File: config.mk
export PLATFORM = sky130hd
export DESIGN_NAME = spi_xfer_arbiter_flat
export DESIGN_NICKNAME = d
export VERILOG_FILES = /design/src/rtl/spi_xfer_arbiter_if.sv /design/src/rtl/spi_xfer_arbiter.sv /design/src/flat_wrapper.sv
export SDC_FILE = /design/constraint.sdc
export NUM_CORES = 1
export LEC_CHECK = 0
export CAP_MARGIN = 20
export CORE_MARGIN = 2
export CORE_UTILIZATION = 32
export CTS_CLUSTER_DIAMETER = 120
export DETAILED_ROUTE_END_ITERATION = 12
export GPL_TIMING_DRIVEN = 0
export HOLD_SLACK_MARGIN = 0.1
export PLACE_DENSITY = 0.56
export SYNTH_ARGS = -nofsm -noshare
export SYNTH_HDL_FRONTEND = slang
export SYNTH_SLANG_ARGS = --single-unit
File: constraint.sdc
create_clock -name spi_clk -period 2.19 [get_ports spi_clk]
set_input_delay 0.438 -clock spi_clk [delete_from_list [all_inputs] [get_ports spi_clk]]
set_output_delay 0.438 -clock spi_clk [all_outputs]
set_load 0.05 [all_outputs]
File: src/rtl/spi_xfer_arbiter_if.sv
// Requester handshake, tagged receive return path and SPI pins of spi_xfer_arbiter.
// master = requesters + SPI slave side, slave = the arbiter itself.
interface spi_xfer_arbiter_if;
   logic       req_a, req_b;
   logic [7:0] tx_a, tx_b;
   logic       last_a, last_b;
   logic       gnt_a, gnt_b;
   logic [7:0] rx_data;
   logic       rx_valid, rx_owner, busy;
   logic       spi_cs, spi_sck, spi_mosi_out, spi_miso_in;

   modport master (
      output req_a, req_b, tx_a, tx_b, last_a, last_b, spi_miso_in,
      input  gnt_a, gnt_b, rx_data, rx_valid, rx_owner, busy,
             spi_cs, spi_sck, spi_mosi_out
   );

   modport slave (
      input  req_a, req_b, tx_a, tx_b, last_a, last_b, spi_miso_in,
      output gnt_a, gnt_b, rx_data, rx_valid, rx_owner, busy,
             spi_cs, spi_sck, spi_mosi_out
   );
endinterface

File: src/rtl/spi_xfer_arbiter.sv
// Two-requester SPI frame scheduler: round-robin per frame, MSB-first shifting,
// received bytes returned tagged with the requester that owns the frame.
module spi_xfer_arbiter #(
   parameter int CS_SETUP = 2,
   parameter int CS_HOLD  = 1
) (
   input  logic              spi_clk,
   input  logic              n_reset,
   spi_xfer_arbiter_if.slave bus
);
   localparam int MAXSH = (CS_SETUP > CS_HOLD) ? CS_SETUP : CS_HOLD;
   localparam int MAXC  = (MAXSH > 16) ? MAXSH : 16;
   localparam int CW    = $clog2(MAXC + 1);
   localparam logic [CW-1:0] SETUP_END = CW'(CS_SETUP - 1);
   localparam logic [CW-1:0] HOLD_END  = CW'(CS_HOLD - 1);
   localparam logic [CW-1:0] SHIFT_END = CW'(15);

   typedef enum logic [2:0] {IDLE, SETUP, SHIFT, NEXT, HOLD} state_t;

   state_t        r_state, w_state_nxt;
   logic [CW-1:0] r_cnt, w_cnt_nxt;
   logic [7:0]    r_sh, r_rx_data;
   logic          r_last, r_owner, r_ptr;
   logic          r_gnt_a, r_gnt_b, r_rx_valid, r_rx_owner;
   logic          w_gnt_a, w_gnt_b, w_sample, w_done, w_pick_b, w_cs;

   // Pointer side wins when it requests, otherwise the other side is served.
   assign w_pick_b = r_ptr ? bus.req_b : ~bus.req_a;

   always_ff @(posedge spi_clk or negedge n_reset) begin
      if (!n_reset) begin
         r_state <= IDLE;
         r_cnt   <= '0;
      end else begin
         r_state <= w_state_nxt;
         r_cnt   <= w_cnt_nxt;
      end
   end

   always_comb begin
      w_state_nxt = r_state;
      w_cnt_nxt   = r_cnt;
      w_gnt_a     = 1'b0;
      w_gnt_b     = 1'b0;
      w_sample    = 1'b0;
      w_done      = 1'b0;
      unique case (r_state)
         IDLE: if (bus.req_a || bus.req_b) begin
            w_gnt_a     = ~w_pick_b;
            w_gnt_b     = w_pick_b;
            w_state_nxt = SETUP;
            w_cnt_nxt   = '0;
         end
         SETUP: if (r_cnt == SETUP_END) begin
            w_state_nxt = SHIFT;
            w_cnt_nxt   = '0;
         end else w_cnt_nxt = r_cnt + 1'b1;
         // cnt[4:1] is the bit index, cnt[0] the sck phase
         SHIFT: begin
            w_cnt_nxt = r_cnt + 1'b1;
            w_sample  = r_cnt[0];
            if (r_cnt == SHIFT_END) begin
               w_done      = 1'b1;
               w_cnt_nxt   = '0;
               w_state_nxt = r_last ? HOLD : NEXT;
            end
         end
         NEXT: if (r_owner ? bus.req_b : bus.req_a) begin
            w_gnt_a     = ~r_owner;
            w_gnt_b     = r_owner;
            w_state_nxt = SHIFT;
            w_cnt_nxt   = '0;
         end
         HOLD: if (r_cnt == HOLD_END) begin
            w_state_nxt = IDLE;
            w_cnt_nxt   = '0;
         end else w_cnt_nxt = r_cnt + 1'b1;
         default: w_state_nxt = IDLE;
      endcase
   end

   always_ff @(posedge spi_clk or negedge n_reset) begin
      if (!n_reset) begin
         r_sh       <= '0;
         r_last     <= 1'b0;
         r_owner    <= 1'b0;
         r_ptr      <= 1'b0;
         r_gnt_a    <= 1'b0;
         r_gnt_b    <= 1'b0;
         r_rx_valid <= 1'b0;
         r_rx_data  <= '0;
         r_rx_owner <= 1'b0;
      end else begin
         r_gnt_a    <= w_gnt_a;
         r_gnt_b    <= w_gnt_b;
         r_rx_valid <= w_done;
         // One register shifts MOSI out and MISO in; after 8 samples it holds the rx byte.
         if (w_gnt_a || w_gnt_b) begin
            r_sh    <= w_gnt_b ? bus.tx_b : bus.tx_a;
            r_last  <= w_gnt_b ? bus.last_b : bus.last_a;
            r_owner <= w_gnt_b;
         end else if (w_sample) begin
            r_sh <= {r_sh[6:0], bus.spi_miso_in};
         end
         if (w_done) begin
            r_rx_data  <= {r_sh[6:0], bus.spi_miso_in};
            r_rx_owner <= r_owner;
         end
         if (r_state == HOLD && w_state_nxt == IDLE) r_ptr <= ~r_owner;
      end
   end

   assign w_cs             = (r_state == IDLE) || (r_state == HOLD);
   assign bus.spi_cs       = w_cs;
   assign bus.spi_sck      = (r_state == SHIFT) && r_cnt[0];
   assign bus.spi_mosi_out = ~w_cs & r_sh[7];
   assign bus.gnt_a        = r_gnt_a;
   assign bus.gnt_b        = r_gnt_b;
   assign bus.rx_valid     = r_rx_valid;
   assign bus.rx_data      = r_rx_data;
   assign bus.rx_owner     = r_rx_owner;
   assign bus.busy         = (r_state != IDLE);
endmodule

File: src/flat_wrapper.sv
// flat-port wrapper written by rule: the top's interface ports become plain ports
module spi_xfer_arbiter_flat 
#(
   parameter int CS_SETUP = 2,
   parameter int CS_HOLD  = 1
)
  (spi_clk, n_reset, bus_req_a, bus_req_b, bus_tx_a, bus_tx_b, bus_last_a, bus_last_b, bus_spi_miso_in, bus_gnt_a, bus_gnt_b, bus_rx_data, bus_rx_valid, bus_rx_owner, bus_busy, bus_spi_cs, bus_spi_sck, bus_spi_mosi_out);
  spi_xfer_arbiter_if bus_i ();
  input  logic spi_clk;
  input  logic n_reset;
  input wire logic [$bits(bus_i.req_a)-1:0] bus_req_a;
  input wire logic [$bits(bus_i.req_b)-1:0] bus_req_b;
  input wire logic [$bits(bus_i.tx_a)-1:0] bus_tx_a;
  input wire logic [$bits(bus_i.tx_b)-1:0] bus_tx_b;
  input wire logic [$bits(bus_i.last_a)-1:0] bus_last_a;
  input wire logic [$bits(bus_i.last_b)-1:0] bus_last_b;
  input wire logic [$bits(bus_i.spi_miso_in)-1:0] bus_spi_miso_in;
  output wire logic [$bits(bus_i.gnt_a)-1:0] bus_gnt_a;
  output wire logic [$bits(bus_i.gnt_b)-1:0] bus_gnt_b;
  output wire logic [$bits(bus_i.rx_data)-1:0] bus_rx_data;
  output wire logic [$bits(bus_i.rx_valid)-1:0] bus_rx_valid;
  output wire logic [$bits(bus_i.rx_owner)-1:0] bus_rx_owner;
  output wire logic [$bits(bus_i.busy)-1:0] bus_busy;
  output wire logic [$bits(bus_i.spi_cs)-1:0] bus_spi_cs;
  output wire logic [$bits(bus_i.spi_sck)-1:0] bus_spi_sck;
  output wire logic [$bits(bus_i.spi_mosi_out)-1:0] bus_spi_mosi_out;
  assign bus_i.req_a = bus_req_a;
  assign bus_i.req_b = bus_req_b;
  assign bus_i.tx_a = bus_tx_a;
  assign bus_i.tx_b = bus_tx_b;
  assign bus_i.last_a = bus_last_a;
  assign bus_i.last_b = bus_last_b;
  assign bus_i.spi_miso_in = bus_spi_miso_in;
  assign bus_gnt_a = bus_i.gnt_a;
  assign bus_gnt_b = bus_i.gnt_b;
  assign bus_rx_data = bus_i.rx_data;
  assign bus_rx_valid = bus_i.rx_valid;
  assign bus_rx_owner = bus_i.rx_owner;
  assign bus_busy = bus_i.busy;
  assign bus_spi_cs = bus_i.spi_cs;
  assign bus_spi_sck = bus_i.spi_sck;
  assign bus_spi_mosi_out = bus_i.spi_mosi_out;
  spi_xfer_arbiter #(.CS_SETUP(CS_SETUP), .CS_HOLD(CS_HOLD)) u_core (.spi_clk(spi_clk), .n_reset(n_reset), .bus(bus_i));
endmodule
==> results of run 1 <==
## layer usage
layer,track usage,wire length [um]
met3,0.0474,228
met2,0.224,1690
met1,0.171,1600
met5,0,0
met4,0.0491,55
## power by group through the flow
stage / Combinational [W] / Clock (W) / Sequential, W
6_report: 0.00110 / 0.000428 / 0.000856
5_1_grt: 0.00124 / 0.000479 / 0.000881
4_1_cts: 0.00112 / 0.000453 / 0.000861
3_5_place_dp: 0.00114 / 0 / 0.000872
3_3_place_gp: 0.00114 / 0 / 0.000871
2_1_floorplan: 0.000798 / 0 / 0.000881
## cell families after synthesis
group / Yosys count / share of synthesized area
AOI/OAI and AO/OA: 37 / 0.158
adders and majority gates: 5 / 0.0376
buffers and inverters: 19 / 0.0557
DFF: 31 / 0.467
muxes: 19 / 0.121
and+or+nand+nor: 50 / 0.161
## area by class of cell
cell class                      instances  area, um2
Buffer                                  8       48.8
Clock buffer                            7       76.3
Clock inverter                          1       5.00
Fill cell                             549       2870
Inverter                               11       43.8
Multi-Input combinational cell        111        795
Sequential cell                        31        776
Tap cell                               70       87.6
Timing Repair Buffer                   38        369
## through the flow
stage | cell area (um2) | power, W
finish | 2200 | 0.00239
global route | 2200 | 0.00260
CTS | 2200 | 0.00244
detailed placement | 2130 | 0.00201
global placement | 2130 | 0.00201
floorplan | 1660 | 0.00168
## worst paths after layout
kind	to	slack, ns	cells past startpoint
setup / recovery	bus_spi_cs	0.12	3
hold / removal	u_core.r_state[2]	0.22	1
setup reg to reg	u_core.bus.rx_data[6]	0.21	7
hold reg to reg	u_core.bus.rx_data[1]	0.51	1
max in group asynchronous	u_core.bus.rx_data[2]	1.51	1
min in group spi_clk	u_core.bus.rx_data[1]	0.51	1
## Yosys cell counts (2+ instances only)
cell / n / area, um2
sky130_fd_sc_hd__nor3_1: 2 / 10.0
sky130_fd_sc_hd__nand2b_1: 4 / 25.0
sky130_fd_sc_hd__nor2_1: 4 / 15.0
sky130_fd_sc_hd__nand4_1: 2 / 12.5
sky130_fd_sc_hd__buf_4: 4 / 30.0
sky130_fd_sc_hd__ha_1: 5 / 62.6
sky130_fd_sc_hd__nand2_1: 22 / 82.6
sky130_fd_sc_hd__a21o_1: 2 / 15.0
sky130_fd_sc_hd__mux2i_1: 10 / 100
sky130_fd_sc_hd__inv_1: 10 / 37.5
sky130_fd_sc_hd__dfrtp_1: 31 / 776
sky130_fd_sc_hd__a21oi_1: 7 / 35.0
sky130_fd_sc_hd__o21ai_0: 17 / 85.1
sky130_fd_sc_hd__nor2b_1: 3 / 18.8
sky130_fd_sc_hd__buf_2: 3 / 15.0
sky130_fd_sc_hd__nand3_1: 4 / 20.0
sky130_fd_sc_hd__mux2_2: 9 / 101
sky130_fd_sc_hd__a22o_1: 2 / 17.5
## registers in the layout, indices dropped and copies added, names as in the netlist
register	cells
u_core.bus.rx_valid	1
u_core.bus.gnt_b	1
u_core.r_cnt	5
u_core.bus.rx_owner	1
u_core.r_state	3
u_core.r_owner	1
u_core.r_ptr	1
u_core.bus.rx_data	8
u_core.bus.gnt_a	1
u_core.r_last	1
u_core.r_sh	8
## placed cells by master (no fill, tap or decap), types with 2 or more instances in the layout
| cell | n |
|---|---|
| sky130_fd_sc_hd__a22o_1 | 2 |
| sky130_fd_sc_hd__a21o_1 | 2 |
| sky130_fd_sc_hd__inv_1 | 10 |
| sky130_fd_sc_hd__nand4_1 | 2 |
| sky130_fd_sc_hd__clkbuf_8 | 5 |
| sky130_fd_sc_hd__nor2b_1 | 3 |
| sky130_fd_sc_hd__mux2_2 | 9 |
| sky130_fd_sc_hd__buf_4 | 4 |
| sky130_fd_sc_hd__ha_1 | 5 |
| sky130_fd_sc_hd__dlygate4sd2_1 | 2 |
| sky130_fd_sc_hd__clkdlybuf4s50_1 | 33 |
| sky130_fd_sc_hd__nand3_1 | 4 |
| sky130_fd_sc_hd__mux2i_1 | 10 |
| sky130_fd_sc_hd__nand2b_1 | 4 |
| sky130_fd_sc_hd__nor2_1 | 4 |
| sky130_fd_sc_hd__buf_2 | 4 |
| sky130_fd_sc_hd__a21oi_1 | 7 |
| sky130_fd_sc_hd__clkbuf_1 | 3 |
| sky130_fd_sc_hd__nor3_1 | 2 |
| sky130_fd_sc_hd__dfrtp_1 | 31 |
| sky130_fd_sc_hd__o21ai_0 | 17 |
| sky130_fd_sc_hd__nand2_1 | 22 |
==> results.cfg, run 1 <==
[outcome]
run_status = completed

[timing]
period_share = 0.943
totalNegativeSetupSlack_ns = 0
finalHoldWorstSlack_ns = 0.217
finalSetupViolCount = 0
skew_ns = 0.00120
slew_viol_final = 0
actual_transition_at_the_worst_max_transition_pin_ns = 0.727
slew_headroom = 0.515
grt_setup_unrepaired = false
fmax_ghz = 0.484
final-hold-violation-count = 0
final_critical_path_setup_slack_ns = 0.124
finalCriticalPeriod_ns = 2.07

[placement]
dp_worst_setup_slack_ns = -0.222
port-buffer-count = 38
placed_cells = 269
gp_congestion = 0.738
detailedPlacementHpwl_um = 2650

[clocking]
clock_sinks = 31
clockRootBuffer = sky130_fd_sc_hd__clkbuf_8
cts_setup_buffers = 0
cts_buffers = 5
cts_tree = done
worst_skew_pair.late_latency_ns = 0.28
clk_transition_reported_paths_ns = 0.06
cts_buffer_depth = 2
htree_num_levels = 2
postCtsResizedCells = 9
cts.hold.buffers_added = 0

[synthesis]
synth_flop_cell = sky130_fd_sc_hd__dfrtp_1
synth.lib_cells_used.distinct = 38
synthesis.yosys.warnings = 0
synth_edf_count = 0
synth_cells = 161
post_synth_instance_area_um2 = 1660
seq_area_frac_synth = 0.467
synth-seq-cells = 31
synthesis.area_per_instance_um2 = 10.3
synthesized_nets = 189
synth-async-reset-ratio = 1.00

[detailed_routing]
detail_route.wirelength_um = 3570
detailroute.via_count = 1275
post_drt_via_cell_ratio = 4.60
routedWlPerCell_um = 12.9
detail_route.iter0.violations = 38
detail_route.drc_violations = 0
firstDrtPassIters = 4
antenna_violating_nets_post_route = 0

[global_route]
grt.total_usage = 0.138
first_global_vias = 1336
global_route.overflow_total = 0
grt_start_max_net_pins = 32
grt_antenna_before_repair = 0
grt_first_pass_wirelength_um = 6310

[die]
start_util = 0.328
io_pins = 39
die_area_um2 = 5790
core_area_um2 = 5070
dieHeight_um = 76.1
die-width_um = 76.1
fp-row-count = 26

[pwr]
vdd_ir_drop_max_uv = 392
cellLeakagePower_nw = 0.936
seqPwrFrac = 0.358
p_comb_frac = 0.462
p_int_w = 0.00139
total_switching_power_w = 0.000995
power_dens_cells_nw_per_um2 = 1090
power.switching_fraction = 0.416
power.share.clock = 0.179

[worst_setup_path]
r2r-start = u_core.r_cnt[0]
critical_path.endpoint_type = primary output
worst-path-buf-inv = 2
cp.required_ns = 1.75
timing.critical_path.slowest_cell_delay_ns = 0.55
worst-path-max-fanout = 10
timing_worst_setup_path_type = flip-flop to primary output
timing.critical_path.slowest_stage_cell = sky130_fd_sc_hd__dlygate4sd2_1
crit_family = buffers and inverters
critical_path.startpoint_type = flip-flop
worst_ep_arrival_ns = 1.63
crit_start = u_core.r_state[0]
crit_path_cell_trace = buf_4 -> nor2_4 -> dlygate4sd2_1

[flow_run]
drv_cap = 0

[finish]
final_net_count = 234
flow.area_growth_from_synthesis_pct = 32.4
post_route_cells_drive_above_1_share = 0.159
finalNonFillerCells = 277
utilization = 0.434
insertedDiodeCount = 0

[min_path]
hold_path_class = input port to async pin
No activity file was read; power rests on OpenSTA's default activity.
==> run 2, diff against run 1 <==
--- a/config.mk
+++ b/config.mk
@@ -11,7 +11,6 @@
 export CTS_CLUSTER_DIAMETER = 120
 export DETAILED_ROUTE_END_ITERATION = 12
 export GPL_TIMING_DRIVEN = 0
-export HOLD_SLACK_MARGIN = 0.1
 export PLACE_DENSITY = 0.56
 export SYNTH_ARGS = -nofsm -noshare
 export SYNTH_HDL_FRONTEND = slang
==> results of run 2 <==
Final layout, timing and power as in run 1 (identical DEF).
